**src/rtl/serial_link.sv**
```systemverilog
`default_nettype none
// ============================================================================
// Module   : serial_link
// Purpose  : Game Boy link port (SB/SC) with internal 8192 Hz or external
//            shift clock and a one-cycle transfer-complete interrupt request.
// Revision : 1.0 - initial release
// ============================================================================
module serial_link #(
  parameter int CLK_DIV = 512
) (
  input  logic        clk,
  input  logic        rst_n,
  input  logic [15:0] a,
  input  logic [7:0]  din,
  output logic [7:0]  dout,
  input  logic        rd,
  input  logic        wr,
  output logic        int_serial_req,
  input  logic        int_serial_ack,
  input  logic        sck_in,
  input  logic        sin,
  output logic        sck_out,
  output logic        sck_oe,
  output logic        sout
);

  localparam int                 c_DIV_W    = $clog2(CLK_DIV);
  localparam logic [c_DIV_W-1:0] c_DIV_HALF = c_DIV_W'(CLK_DIV / 2);
  localparam logic [c_DIV_W-1:0] c_DIV_LAST = c_DIV_W'(CLK_DIV - 1);
  localparam logic [15:0]        c_ADDR_SB  = 16'hFF01;
  localparam logic [15:0]        c_ADDR_SC  = 16'hFF02;
  localparam logic [0:0]         c_IDLE     = 1'b0;
  localparam logic [0:0]         c_SHIFT    = 1'b1;

  logic [0:0]         r_state;
  logic [0:0]         w_state_nxt;
  logic [7:0]         r_sb;
  logic               r_start;
  logic               r_clksel;
  logic [2:0]         r_cnt;
  logic [c_DIV_W-1:0] r_div;
  logic               r_sck_out;
  logic               r_sout;
  logic               r_req;
  logic               r_sck_meta;
  logic               r_sck_sync;
  logic               r_sck_prev;
  logic               r_sin_meta;
  logic               r_sin_sync;

  logic w_sb_wr;
  logic w_sc_wr;
  logic w_sck_rise;
  logic w_sck_fall;
  logic w_shift;
  logic w_fall;
  logic w_rise;
  logic w_abort;
  logic w_go;
  logic w_final;
  logic w_stop;
  logic w_unused;

  assign w_sb_wr    = wr && (a == c_ADDR_SB);
  assign w_sc_wr    = wr && (a == c_ADDR_SC);
  assign w_sck_rise = r_sck_sync & ~r_sck_prev;
  assign w_sck_fall = ~r_sck_sync & r_sck_prev;
  assign w_unused   = &{1'b0, rd, int_serial_ack, din[6:1]};

  // Both link inputs are asynchronous; idle-high reset avoids a false edge.
  always_ff @(posedge clk or negedge rst_n) begin
    if (!rst_n) begin
      r_sck_meta <= 1'b1;
      r_sck_sync <= 1'b1;
      r_sck_prev <= 1'b1;
      r_sin_meta <= 1'b1;
      r_sin_sync <= 1'b1;
    end else begin
      r_sck_meta <= sck_in;
      r_sck_sync <= r_sck_meta;
      r_sck_prev <= r_sck_sync;
      r_sin_meta <= sin;
      r_sin_sync <= r_sin_meta;
    end
  end

  always_ff @(posedge clk or negedge rst_n) begin
    if (!rst_n) begin
      r_state <= c_IDLE;
    end else begin
      r_state <= w_state_nxt;
    end
  end

  always_comb begin
    w_state_nxt = r_state;
    case (r_state)
      c_IDLE:  if (w_go)   w_state_nxt = c_SHIFT;
      c_SHIFT: if (w_stop) w_state_nxt = c_IDLE;
      default: w_state_nxt = c_IDLE;
    endcase
  end

  // Shift-clock edge strobes come from the divider or the synchronized pin.
  always_comb begin
    w_shift = (r_state == c_SHIFT);
    w_fall  = 1'b0;
    w_rise  = 1'b0;
    if (w_shift) begin
      if (r_clksel) begin
        w_fall = (r_div == '0);
        w_rise = (r_div == c_DIV_HALF);
      end else begin
        w_fall = w_sck_fall;
        w_rise = w_sck_rise;
      end
    end
    w_abort = w_shift && w_sc_wr && !din[7];
    w_go    = !w_shift && w_sc_wr && din[7];
    w_final = w_rise && !w_abort && (r_cnt == 3'd7);
    w_stop  = w_abort || w_final;
  end

  always_ff @(posedge clk or negedge rst_n) begin
    if (!rst_n) begin
      r_sb      <= 8'h00;
      r_start   <= 1'b0;
      r_clksel  <= 1'b0;
      r_cnt     <= 3'd0;
      r_div     <= '0;
      r_sck_out <= 1'b1;
      r_sout    <= 1'b1;
      r_req     <= 1'b0;
    end else begin
      if (!w_shift && w_sb_wr) begin
        r_sb <= din;
      end else if (w_rise && !w_abort) begin
        r_sb <= {r_sb[6:0], r_sin_sync};
      end

      if (!w_shift && w_sc_wr) begin
        r_start  <= din[7];
        r_clksel <= din[0];
      end else if (w_stop) begin
        r_start <= 1'b0;
      end

      if (w_go) begin
        r_cnt <= 3'd0;
      end else if (w_rise && !w_abort) begin
        r_cnt <= r_cnt + 3'd1;
      end

      if (!w_shift || w_stop || !r_clksel || (r_div == c_DIV_LAST)) begin
        r_div <= '0;
      end else begin
        r_div <= r_div + 1'b1;
      end

      if (w_go) begin
        r_sout <= r_sb[7];
      end else if (w_stop) begin
        r_sout <= 1'b1;
      end else if (w_fall) begin
        r_sout <= r_sb[7];
      end

      // sck_out only toggles when this end owns the clock.
      if (w_stop) begin
        r_sck_out <= 1'b1;
      end else if (r_clksel && w_fall) begin
        r_sck_out <= 1'b0;
      end else if (r_clksel && w_rise) begin
        r_sck_out <= 1'b1;
      end

      r_req <= w_final;
    end
  end

  always_comb begin
    case (a)
      c_ADDR_SB: dout = r_sb;
      c_ADDR_SC: dout = {r_start, 6'b111111, r_clksel};
      default:   dout = 8'hFF;
    endcase
  end

  assign sck_out        = r_sck_out;
  assign sck_oe         = r_clksel;
  assign sout           = r_sout;
  assign int_serial_req = r_req;

endmodule
`default_nettype wire

```
**config.mk**
```make
export PLATFORM = sky130hd
export DESIGN_NAME = serial_link
export DESIGN_NICKNAME = d
export VERILOG_FILES = /design/src/rtl/serial_link.sv
export SDC_FILE = /design/constraint.sdc
export NUM_CORES = 1
export LEC_CHECK = 0
export CELL_PAD_IN_SITES_DETAIL_PLACEMENT = 1
export CELL_PAD_IN_SITES_GLOBAL_PLACEMENT = 1
export CORE_ASPECT_RATIO = 1.4
export CORE_MARGIN = 4
export CORE_UTILIZATION = 37
export DETAILED_ROUTE_END_ITERATION = 8
export PLACE_DENSITY = 0.81
export SYNTH_ARGS = -nofsm -noshare
export SYNTH_HDL_FRONTEND = slang
export SYNTH_SLANG_ARGS = --single-unit
```
**constraint.sdc**
```tcl
create_clock -name clk -period 2.5 [get_ports clk]
set_clock_uncertainty 0.05 [all_clocks]
set_input_delay 0.375 -clock clk [delete_from_list [all_inputs] [get_ports clk]]
set_output_delay 0.375 -clock clk [all_outputs]
set_load 0.05 [all_outputs]
```
### After elaboration in Yosys (flattened, before gate mapping)

Index checks and enable logic that the tools add are counted.
W data, S select, Z words.

| storage, ports and cells | value |
|---|---|
| register bits after elaboration | 31 |
| input port bits | 31 |
| output and inout bits | 12 |
| logic and storage cells | 72 |

| cells by class | value |
|---|---|
| add/subtract/negate cells | 2 |
| equality and inequality tests | 5 |
| muxes and demuxes | 21 |
| bitwise gates (word level) | 5 |
| reductions and logical operators | 25 |

Operators by type and width:

| operator | count |
|---|---|
| $eq A16 B16 Y1 const B | 2 |
| $eq A9 B9 Y1 const B | 2 |
| $mux W8 | 2 |
| $pmux W8 S2 | 1 |
| $mux W1 | 14 |
| $logic_and A1 B1 Y1 | 11 |
| $add A9 B1 Y9 const B | 1 |
| $logic_not A9 Y1 | 1 |
| $mux W9 | 1 |
| $mux W3 | 2 |
| $reduce_bool A2 Y1 | 3 |
| $reduce_bool A3 Y1 | 2 |
| $logic_not A1 Y1 | 4 |
| $logic_or A1 B1 Y1 | 4 |
| $add A3 B1 Y3 const B | 1 |
| $eq A3 B3 Y1 const B | 1 |
| $not A1 Y1 | 3 |
| $and A1 B1 Y1 | 2 |
| $pmux W1 S2 | 1 |

### Longest topological paths before layout

Gate-level depths: netlist of run 1.

| depth | value |
|---|---|
| depth after elaboration | 12 |
| depth in mapped cells | 8 |
| mapped depth without buffers | 8 |

### Worst setup path after synthesis of run 1

OpenSTA, ideal clock, no wires.

| path | value |
|---|---|
| kind | input port to output port |
| start | in a[5] |
| end | out dout[0] |
| data arrival time | 1.967 ns |
| data required time | 2.075 ns |
| slack | 0.108 ns |
| stages | 4 |
| path buffers | 0 |
| cell sequence | or4_4 nor4_4 a22oi_1 nand2_1 |

| on the way | value |
|---|---|
| longest elaborated chain between the ends | 2 |
| elaborated cells between the ends (all ways) | 3 |
| classes of those cells | eq/ne: 2; mux: 1 |

Ends and longest elaborated chain:

| element | RTL line | RTL |
|---|---|---|
| start: declaration | 13 | `input logic [15:0] a,` |
| $eq A16 B16 Y1 | 182 | `case (a)` |
| $pmux W8 S2 * | 182 |  |
| end: declaration | 15 | `output logic [7:0] dout,` |

Every way passes the cells marked *; elsewhere a longest branch is shown, timed or not.

### Final worst setup path of run 1

| path | value |
|---|---|
| start | in a[6] |
| end | out dout[2] |

The elaborated chain is that of the path after synthesis.

==> results.py, run 1 <==
metrics = {
    "sta": {
        "hold_viol_final": 0,
        "timing.final.ws_setup_ns": 0.0890,
        "max_slew_margin_pct": 57.6,
        "fmaxAchievable_ghz": 0.415,
        "finalCritPeriodShare_pct": 96.4,
        "rsz0062_at_grt": "false",
        "setup_viol": 0,
        "holdWs_ns": 0.312,
        "worstMarginPinSlew_ns": 0.627,
        "fin_crit_ns": 2.41,
        "slew_viol_final": 0,
    },
    "critical_path": {
        "worst_setup_path_start_kind": "input pin",
        "cp.required_ns": 2.08,
        "crit_arrival_ns": 1.99,
        "worstPathMaxFanout": 5,
        "crit_path_end_kind": "primary output",
        "crit_type": "in2out",
    },
    "clocking": {
        "clk_pin_slew_worst_paths_ns": 0.06,
        "clock_latency_ns": 0.28,
        "cts_inserted_buffers": 5,
        "cts_tree": "built",
        "clkSinkCount": 31,
        "clock_path_buffers": 2,
        "ctsRootBufferMaster": "clkbuf_8",
        "cts_setup_buffers": 0,
        "htreeDepth": 2,
    },
    "route": {
        "dr_total_vias": 1313,
        "routedWlPerCell_um": 17.1,
        "vias_per_cell": 5.45,
        "postRouteAntennaNets": 0,
        "route.detailed.drc": 0,
        "routed_wl_um": 4120,
        "drtPass1Iterations": 4,
        "drt_iter0_markers": 46,
    },
    "placed_design": {
        "hpwl_um": 3180,
        "place_inst": 232,
        "place_area_sq_um": 2100,
        "dpl_worst_slack_ns": -0.171,
        "portBuffers": 40,
        "place_congestion": 0.713,
    },
    "run_status": {
        "status": "complete, no violations",
    },
    "pwr": {
        "power_leakage_uw": 0.00104,
        "peakVddDrop_uv": 306,
        "power_density_nw_per_um2": 432,
    },
    "job": {
        "drv_cap": 0,
    },
    "yosys": {
        "ys_seq_area_share_pct": 50.1,
        "syn_area_sq_um": 1570,
        "synth_top_area_share_pct": 38.3,
        "yosys_warnings": 0,
        "synth.avg_cell_area_sq_um": 11.3,
        "yosysTopAreaCell": "dfrtp_1",
        "synth_area_leaders": "dfrtp_1, dfstp_2, ha_1",
        "syn_nets": 175,
        "synth-edff-count": 0,
        "synth_cell_types": 39,
        "synth_flop_cell": "dfrtp_1",
        "synth-seq-cells": 31,
        "async_flop_share_pct": 100,
        "syn_inst": 139,
    },
    "cells_and_area": {
        "largest_reg_flops": 9,
        "final_cell_count_no_fill": 241,
        "largestRegisters": "r_div (9), r_sb (8), r_cnt (3)",
        "fillCellCount": 448,
        "regMostFlops": "r_div",
        "fin_nets": 233,
        "syn2layout_area_growth_pct": 40.7,
        "drive_gt1_share_pct": 23.2,
        "diodes": 0,
        "finalInstanceArea_sq_um": 2200,
    },
    "die": {
        "die_x_um": 63.0,
        "die_area_sq_um": 5350,
        "initial_utilization_pct": 39.0,
        "die_height_um": 85.0,
        "ios": 43,
        "std_cell_rows": 27,
        "core_sq_um": 4020,
    },
    "global_route": {
        "grt_pass1_wl_um": 7060,
        "grt_pass1_vias": 1510,
        "grt_usage_pct": 16.7,
        "grt_max_degree": 32,
        "gr-total-overflow": 0,
        "antenna_found_initial": 0,
    },
    "worst_hold_path": {
        "hold_class": "reg2reg",
    },
}
cells by family (layout without fill, tap and decap cells):
family / count (synthesis) / count (layout) / synth area share, %
buffers and inverters: 4 / 63 / 1.68
AO/OA/AOI/OAI: 24 / 24 / 12.9
multiplexers: 3 / 3 / 2.00
flip-flops: 31 / 31 / 50.1
XOR/XNOR: 6 / 6 / 3.36
AND/OR/NAND/NOR: 66 / 66 / 26.0
adder cells (fa/ha/maj): 5 / 5 / 3.99
cell usage in the layout, fill, tap and decap left out, types with 5 or more instances in the layout:
cell,synthesis,final
dfstp_2,7,7
clkbuf_8,0,5
dfrtp_1,24,24
clkdlybuf4s50_1,0,23
buf_4,1,15
and2_1,5,5
a21o_1,5,5
nand3_1,8,8
nor2_1,9,9
nand2_1,14,14
ha_1,5,5
dlygate4sd2_1,0,5
o21ai_0,5,5
Yosys cell counts (2+ instances only):
cell      count
a21o_1        5
a221o_1       2
a22o_1        3
a22o_2        3
a22oi_1       3
and2_1        5
and3_1        3
dfrtp_1      24
dfstp_2       7
ha_1          5
inv_1         2
mux2i_1       2
nand2_1      14
nand2b_1      3
nand3_1       8
nand4_1       2
nor2_1        9
nor2b_1       3
nor3_1        2
nor3b_1       3
nor4_4        2
o21ai_0       5
or2b_1        3
or4b_1        2
xnor2_1       3
xor2_1        3
per-stage QoR:
step / total power [uW] / TNS, ns / util, %
2_1_floorplan: 528 / 0 / -
3_3_place_gp: 584 / -1.15 / 52.2
3_5_place_dp: 586 / -2.18 / 52.2
4_1_cts: 966 / 0 / 54.5
5_1_grt: 994 / 0 / 54.8
6_report: 951 / 0 / 54.8
critical path, stage by stage:
cell and delay (ns):
clkdlybuf4s15_1 0.17, or4_4 0.57, nor4_4 0.28, buf_4 0.18, or2b_1 0.25, buf_6 0.16
repair_timing:
| item | 4_1_cts | 5_1_grt |
|---|---|---|
| cloned | 1 | 0 |
| hold buffers | 0 | 0 |
| gates resized for setup | 12 | 5 |
| pin swaps | 3 | 3 |
| setup endpoints to repair | 7 | 14 |
worst paths after layout:
kind	from	endpoint	slack, ns	cells past startpoint
min	r_sck_meta	r_sck_sync	0.31	0
min reg2reg	r_sck_meta	r_sck_sync	0.31	0
max reg2reg	r_div[0]	r_sb[6]	0.31	8
max in group asynchronous	rst_n	r_sin_meta	1.62	2
max	a[6]	dout[2]	0.09	6
min in group asynchronous	rst_n	r_div[5]	0.44	2
power by group:
group	switching [uW]	internal (uW)	total (uW)	leakage, uW
combinational	21.8	39.4	61.3	0.000599
clock	184	195	379	0.0000422
sequential	1.85	509	511	0.000404
total	208	744	951	0.00104
layout make-up:
type	count	area (sq um)	area share [%]
Sequential cell	31	785	35.6
Timing Repair Buffer	53	510	23.2
Clock buffer	7	76.3	3.46
Multi-Input combinational cell	104	766	34.8
Inverter	2	7.51	0.341
Clock inverter	1	5.00	0.227
Tap cell	43	53.8	2.44
metal layers:
layer  part of all wire [%]  up-vias  GRT usage, %  wire [um]
li1                       -      618             -          -
met1                     37      654          17.0       1540
met2                     56       38          32.7       2300
met3                    5.8        3          4.77        238
met4                   0.92        0          4.22         38
met5                      0        -             0          0
No activity file was read; power rests on OpenSTA's default activity.
==> inputs of run 2 (changes only) <==
ABC_AREA = 1   (was default)
CORE_UTILIZATION = 36   (was 37)
CTS_CLUSTER_SIZE = 14   (was default)
==> results.py, run 2 <==
metrics = {
    "run_status": {
        "status": "complete, no violations",
    },
    "global_route": {
        "grt_pass1_wl_um": 6760,
        "gr-total-overflow": 0,
        "grt_usage_pct": 14.8,
        "grt_max_degree": 32,
        "grt_pass1_vias": 1548,
        "antenna_found_initial": 0,
    },
    "cells_and_area": {
        "fin_nets": 275,
        "drive_gt1_share_pct": 25.4,
        "layout_common_cells": "nand2_1, clkdlybuf4s50_1, nand3_1, dfrtp_1, nor2_1",
        "regMostFlops": "r_div",
        "largest_reg_flops": 9,
        "diodes": 0,
        "finalInstanceArea_sq_um": 2290,
        "final_cell_count_no_fill": 302,
        "fillCellCount": 547,
        "largestRegisters": "r_div (9), r_sb (8), r_cnt (3)",
        "final_common_cell": "nand2_1",
        "syn2layout_area_growth_pct": 34.4,
    },
    "pwr": {
        "peakVddDrop_uv": 313,
        "power_density_nw_per_um2": 472,
        "power_leakage_uw": 0.00103,
    },
    "die": {
        "die_x_um": 66.1,
        "core_sq_um": 4540,
        "initial_utilization_pct": 37.5,
        "die_height_um": 89.3,
        "std_cell_rows": 29,
        "die_area_sq_um": 5900,
        "ios": 43,
    },
    "worst_hold_path": {
        "hold_class": "reg2reg",
        "hold_path_startpoint": "r_sck_meta",
    },
    "yosys": {
        "yosys_warnings": 0,
        "synth_most_common_cell": "nand2_1",
        "synth_area_leaders": "dfrtp_1, dfstp_2, nand2_1",
        "yosysTopAreaCell": "dfrtp_1",
        "synth_flop_cell": "dfrtp_1",
        "yosys.area_share.simple_pct": 35.0,
        "synth.avg_cell_area_sq_um": 8.81,
        "synth_cell_types": 30,
        "yosys.area_share.adder_pct": 3.68,
        "synth_commonest_cells": "nand2_1, dfrtp_1, nand3_1, nor2_1, inv_1",
        "synth_top_area_share_pct": 35.3,
        "syn_area_sq_um": 1700,
        "ys_seq_area_share_pct": 46.1,
        "synth_xor_area_share_pct": 3.09,
        "syn_inst": 193,
        "synth-seq-cells": 31,
        "synth_top_family_by_area": "simple AND/OR/NAND/NOR gates",
        "async_flop_share_pct": 100,
        "syn_nets": 229,
        "synth-edff-count": 0,
        "synth_compound_area_share_pct": 4.49,
        "synth.area.mux_share_pct": 0.662,
    },
    "clocking": {
        "cts_tree": "built",
        "ctsHoldBuffers": 0,
        "cts_setup_buffers": 0,
        "clk_pin_slew_worst_paths_ns": 0.06,
        "clkSinkCount": 31,
        "clock_latency_ns": 0.28,
        "htreeDepth": 2,
        "cts_inserted_buffers": 5,
        "clock_path_buffers": 2,
        "ctsRootBufferMaster": "clkbuf_8",
        "cts_resized": 0,
    },
    "critical_path": {
        "path_delay_family": "buffers and inverters",
        "crit_path_end_kind": "primary output",
        "path_buf_inv": 3,
        "cp_cell_sequence": "clkdlybuf4s50_1 -> inv_1 -> nor2_1 -> nand2_1 -> nor3_1 -> nand3_1 -> o211ai_1 -> buf_12",
        "worstPathMaxFanout": 2,
        "critPathSlowestCell": "clkdlybuf4s50_1",
        "crit_type": "in2out",
        "regToRegStartpoint": "r_div[0]",
        "worst_setup_path_start_kind": "input pin",
        "critical_path.startpoint": "a[1]",
        "crit_arrival_ns": 1.93,
        "slowest_delay_ns": 0.45,
        "cp.required_ns": 2.08,
    },
    "sta": {
        "tns_ns": 0,
        "fin_crit_ns": 2.36,
        "max_slew_margin_pct": 66.7,
        "hold_viol_final": 0,
        "worstMarginPinSlew_ns": 0.498,
        "rsz0062_at_grt": "false",
        "finalCritPeriodShare_pct": 94.3,
        "fmaxAchievable_ghz": 0.424,
        "setup_viol": 0,
        "slew_viol_final": 0,
    },
    "route": {
        "dr_total_vias": 1456,
        "postRouteAntennaNets": 0,
        "vias_per_cell": 4.82,
        "routedWlPerCell_um": 12.8,
        "routed_wl_um": 3870,
        "drtPass1Iterations": 4,
        "drt_iter0_markers": 42,
        "route.detailed.drc": 0,
    },
    "placed_design": {
        "place_congestion": 0.732,
        "place_inst": 294,
        "hpwl_um": 3050,
        "portBuffers": 40,
        "place_area_sq_um": 2170,
    },
    "job": {
        "drv_cap": 0,
    },
}
run 2: cell type report:
class                      count  area [sq um]  share of cell area (%)
clock inverter                 2          35.0                    1.53
clock buffer                   6          82.6                    3.61
sequential                    31           785                    34.3
tap                           62          77.6                    3.39
inverter                      23          88.8                    3.89
timing repair buffer          42           420                    18.4
multi-input combinational    136           797                    34.9
run 2: stage by stage:
| stage | setup WS [ns] | utilization, % | hold slack, ns | total power [uW] |
|---|---|---|---|---|
| finish | 0.142 | 50.4 | 0.306 | 1080 |
| global route | 0.0279 | 50.4 | 0.308 | 1130 |
| CTS | 0.123 | 50.4 | 0.307 | 1100 |
| detailed placement | 0.133 | 47.8 | 0.298 | 590 |
| global placement | 0.194 | 47.8 | 0.296 | 588 |
| floorplan | 0.364 | - | 0.0294 | 528 |
run 2: worst paths after layout:
kind                               to  slack (ns)  cells past startpoint
max                           dout[0]        0.14                      8
min in group asynchronous    r_div[6]        0.44                      2
max reg2reg                  r_div[6]        0.73                      9
max in group asynchronous  r_sin_sync        1.63                      2
min                        r_sck_sync        0.31                      0
min reg2reg                r_sck_sync        0.31                      0
run 2: cells by family (layout without fill, tap and decap cells):
group / Yosys count / in the layout
fa+ha+maj: 5 / 5
flops: 31 / 31
mux: 1 / 1
compound gates: 8 / 8
simple gates: 116 / 116
buf+inv: 26 / 73
xor+xnor: 6 / 6
run 2: layer usage:
| layer | GRT usage, % | up-vias | wire (um) |
|---|---|---|---|
| li1 | - | 717 | - |
| met2 | 28.5 | 28 | 2140 |
| met4 | 4.99 | 0 | 53 |
| met5 | 0 | - | 0 |
| met1 | 15.2 | 705 | 1480 |
| met3 | 3.77 | 6 | 199 |
run 2: power breakdown:
| group | internal [uW] | leakage, uW | switching (uW) |
|---|---|---|---|
| Combinational | 42.6 | 0.000556 | 25.9 |
| Sequential | 509 | 0.000409 | 1.59 |
| Clock | 322 | 0.0000612 | 179 |
| Total | 874 | 0.00103 | 206 |
==> inputs of run 3 (changes only) <==
clock period = 2.2 ns   (was 2.5 ns; I/O delays follow)
==> results.py, run 3 (same netlist as run 2, synthesis figures left out) <==
metrics = {
    "run_status": {
        "status": "complete, no violations",
    },
    "critical_path": {
        "cp_cell_sequence": "clkdlybuf4s50_1 -> nor2_4 -> nand3_2 -> nor2_2 -> nand2_2 -> inv_2 -> nand2_1 -> o211ai_1 -> clkbuf_16",
        "cp.required_ns": 1.82,
        "worst_setup_path_start_kind": "input pin",
        "path_buf_inv": 3,
        "worstPathMaxFanout": 7,
        "crit_path_end_kind": "primary output",
        "path_delay_family": "buffers and inverters",
        "slowest_delay_ns": 0.45,
        "critPathSlowestCell": "clkdlybuf4s50_1",
        "crit_arrival_ns": 1.76,
        "crit_type": "in2out",
    },
    "placed_design": {
        "place_congestion": 0.731,
        "place_inst": 299,
        "hpwl_um": 3250,
        "portBuffers": 40,
        "place_area_sq_um": 2210,
    },
    "sta": {
        "max_slew_margin_pct": 66.6,
        "fin_crit_ns": 2.14,
        "fmaxAchievable_ghz": 0.468,
        "worstMarginPinSlew_ns": 0.500,
        "slew_viol_final": 0,
        "holdWs_ns": 0.308,
        "setup_viol": 0,
        "finalCritPeriodShare_pct": 97.1,
        "hold_viol_final": 0,
    },
    "clocking": {
        "ctsHoldBuffers": 0,
        "clkSinkCount": 31,
        "clock_latency_ns": 0.28,
        "cts_inserted_buffers": 5,
        "cts_tree": "built",
        "ctsRootBufferMaster": "clkbuf_8",
        "htreeDepth": 2,
        "clock_path_buffers": 2,
        "clk_pin_slew_worst_paths_ns": 0.06,
    },
    "cells_and_area": {
        "final_common_cell": "nand2_1",
        "layout_common_cells": "nand2_1, dfrtp_1, nand3_1, clkdlybuf4s50_1, nor2_1",
        "regMostFlops": "r_div",
        "largest_reg_flops": 9,
        "syn2layout_area_growth_pct": 41.7,
        "largestRegisters": "r_div (9), r_sb (8), r_cnt (3)",
        "fin_nets": 281,
        "drive_gt1_share_pct": 31.7,
        "finish.utilization_pct": 53.1,
        "final_cell_count_no_fill": 308,
        "diodes": 0,
        "finalInstanceArea_sq_um": 2410,
    },
    "die": {
        "die_area_sq_um": 5900,
        "initial_utilization_pct": 37.5,
        "core_sq_um": 4540,
        "die_height_um": 89.3,
        "std_cell_rows": 29,
        "die_x_um": 66.1,
        "ios": 43,
    },
    "pwr": {
        "p_int_uw": 994,
        "comb_power_share_pct": 6.8,
        "p_seq_share_pct": 46.4,
        "power_leakage_uw": 0.00117,
        "switching_power_uw": 258,
        "peakVddDrop_uv": 437,
        "power_density_nw_per_um2": 520,
        "power_switching_share_pct": 20.6,
        "p_total_uw": 1250,
        "clkPwrFrac_pct": 46.8,
    },
    "route": {
        "routed_wl_um": 4390,
        "postRouteAntennaNets": 0,
        "drtPass1Iterations": 4,
        "route.detailed.drc": 0,
        "routedWlPerCell_um": 14.3,
        "vias_per_cell": 4.86,
        "drt_iter0_markers": 69,
        "dr_total_vias": 1496,
    },
    "global_route": {
        "gr-total-overflow": 0,
        "antenna_found_initial": 0,
        "grt_usage_pct": 16.0,
        "grt_max_degree": 32,
        "grt_pass1_wl_um": 7170,
        "grt_pass1_vias": 1637,
    },
    "job": {
        "drv_cap": 0,
    },
    "worst_hold_path": {
        "hold_class": "reg2reg",
    },
}
## run 3: changes by cell type in the layout (fill, tap and decap cells not counted), moves of 2 or more
| cell | delta |
|---|---|
| clkdlybuf4s50_1 | -10 |
| dlymetal6s2s_1 | +10 |
| buf_4 | +6 |
| nor2_1 | -4 |
| nand2_1 | -3 |
| nand2_2 | +3 |
| nand3_1 | -2 |
| nand3_2 | +2 |
| nor2_2 | +2 |
| nor2_4 | +2 |
## run 3: area by class of cell
class	count	area, sq um
fill	532	2130
multi-input combinational	136	846
sequential	31	785
timing repair buffer	48	495
inverter	23	88.8
clock buffer	6	82.6
tap	62	77.6
clock inverter	2	35.0
## run 3: path summary, 6_finish.rpt
path	depth (start not counted)	startpoint	slack (ns)	endpoint
max in group asynchronous	2	rst_n	1.38	r_sin_sync
worst min register to register	0	r_sck_meta	0.31	r_sck_sync
worst min-delay path	0	r_sck_meta	0.31	r_sck_sync
min in group asynchronous	2	rst_n	0.39	r_div[7]
worst max-delay path	9	a[3]	0.06	dout[0]
worst max register to register	9	r_div[0]	0.38	r_div[6]
## run 3: power groups by stage
stage	logic, uW	clock network, uW	registers, uW
finish	85.7	586	580
global route	93.7	633	581
CTS	83.7	609	580
detailed placement	82.4	0	591
global placement	80.1	0	591
floorplan	9.37	0	590
## run 3: layer usage
layer	GRT usage (%)	share of wire (%)	up-vias
li1	-	-	728
met4	6.10	1.3	0
met2	31.3	56	31
met1	16.2	39	733
met3	3.52	3.5	4
met5	0	0	-
## run 3: through the flow
stage | setup slack, ns | setup TNS, ns
final | 0.0633 | 0
after global routing | -0.0431 | -0.0431
after CTS | -0.0147 | -0.0147
after detailed placement | -0.0541 | -0.131
after global placement | -0.00750 | -0.00750
after floorplan | 0.154 | 0
## run 3: what timing repair did
action | in CTS | in global routing
pin swaps | 1 | 12
gates resized for setup | 2 | 24
buffers inserted | 0 | 1
setup endpoints to repair | 6 | 7
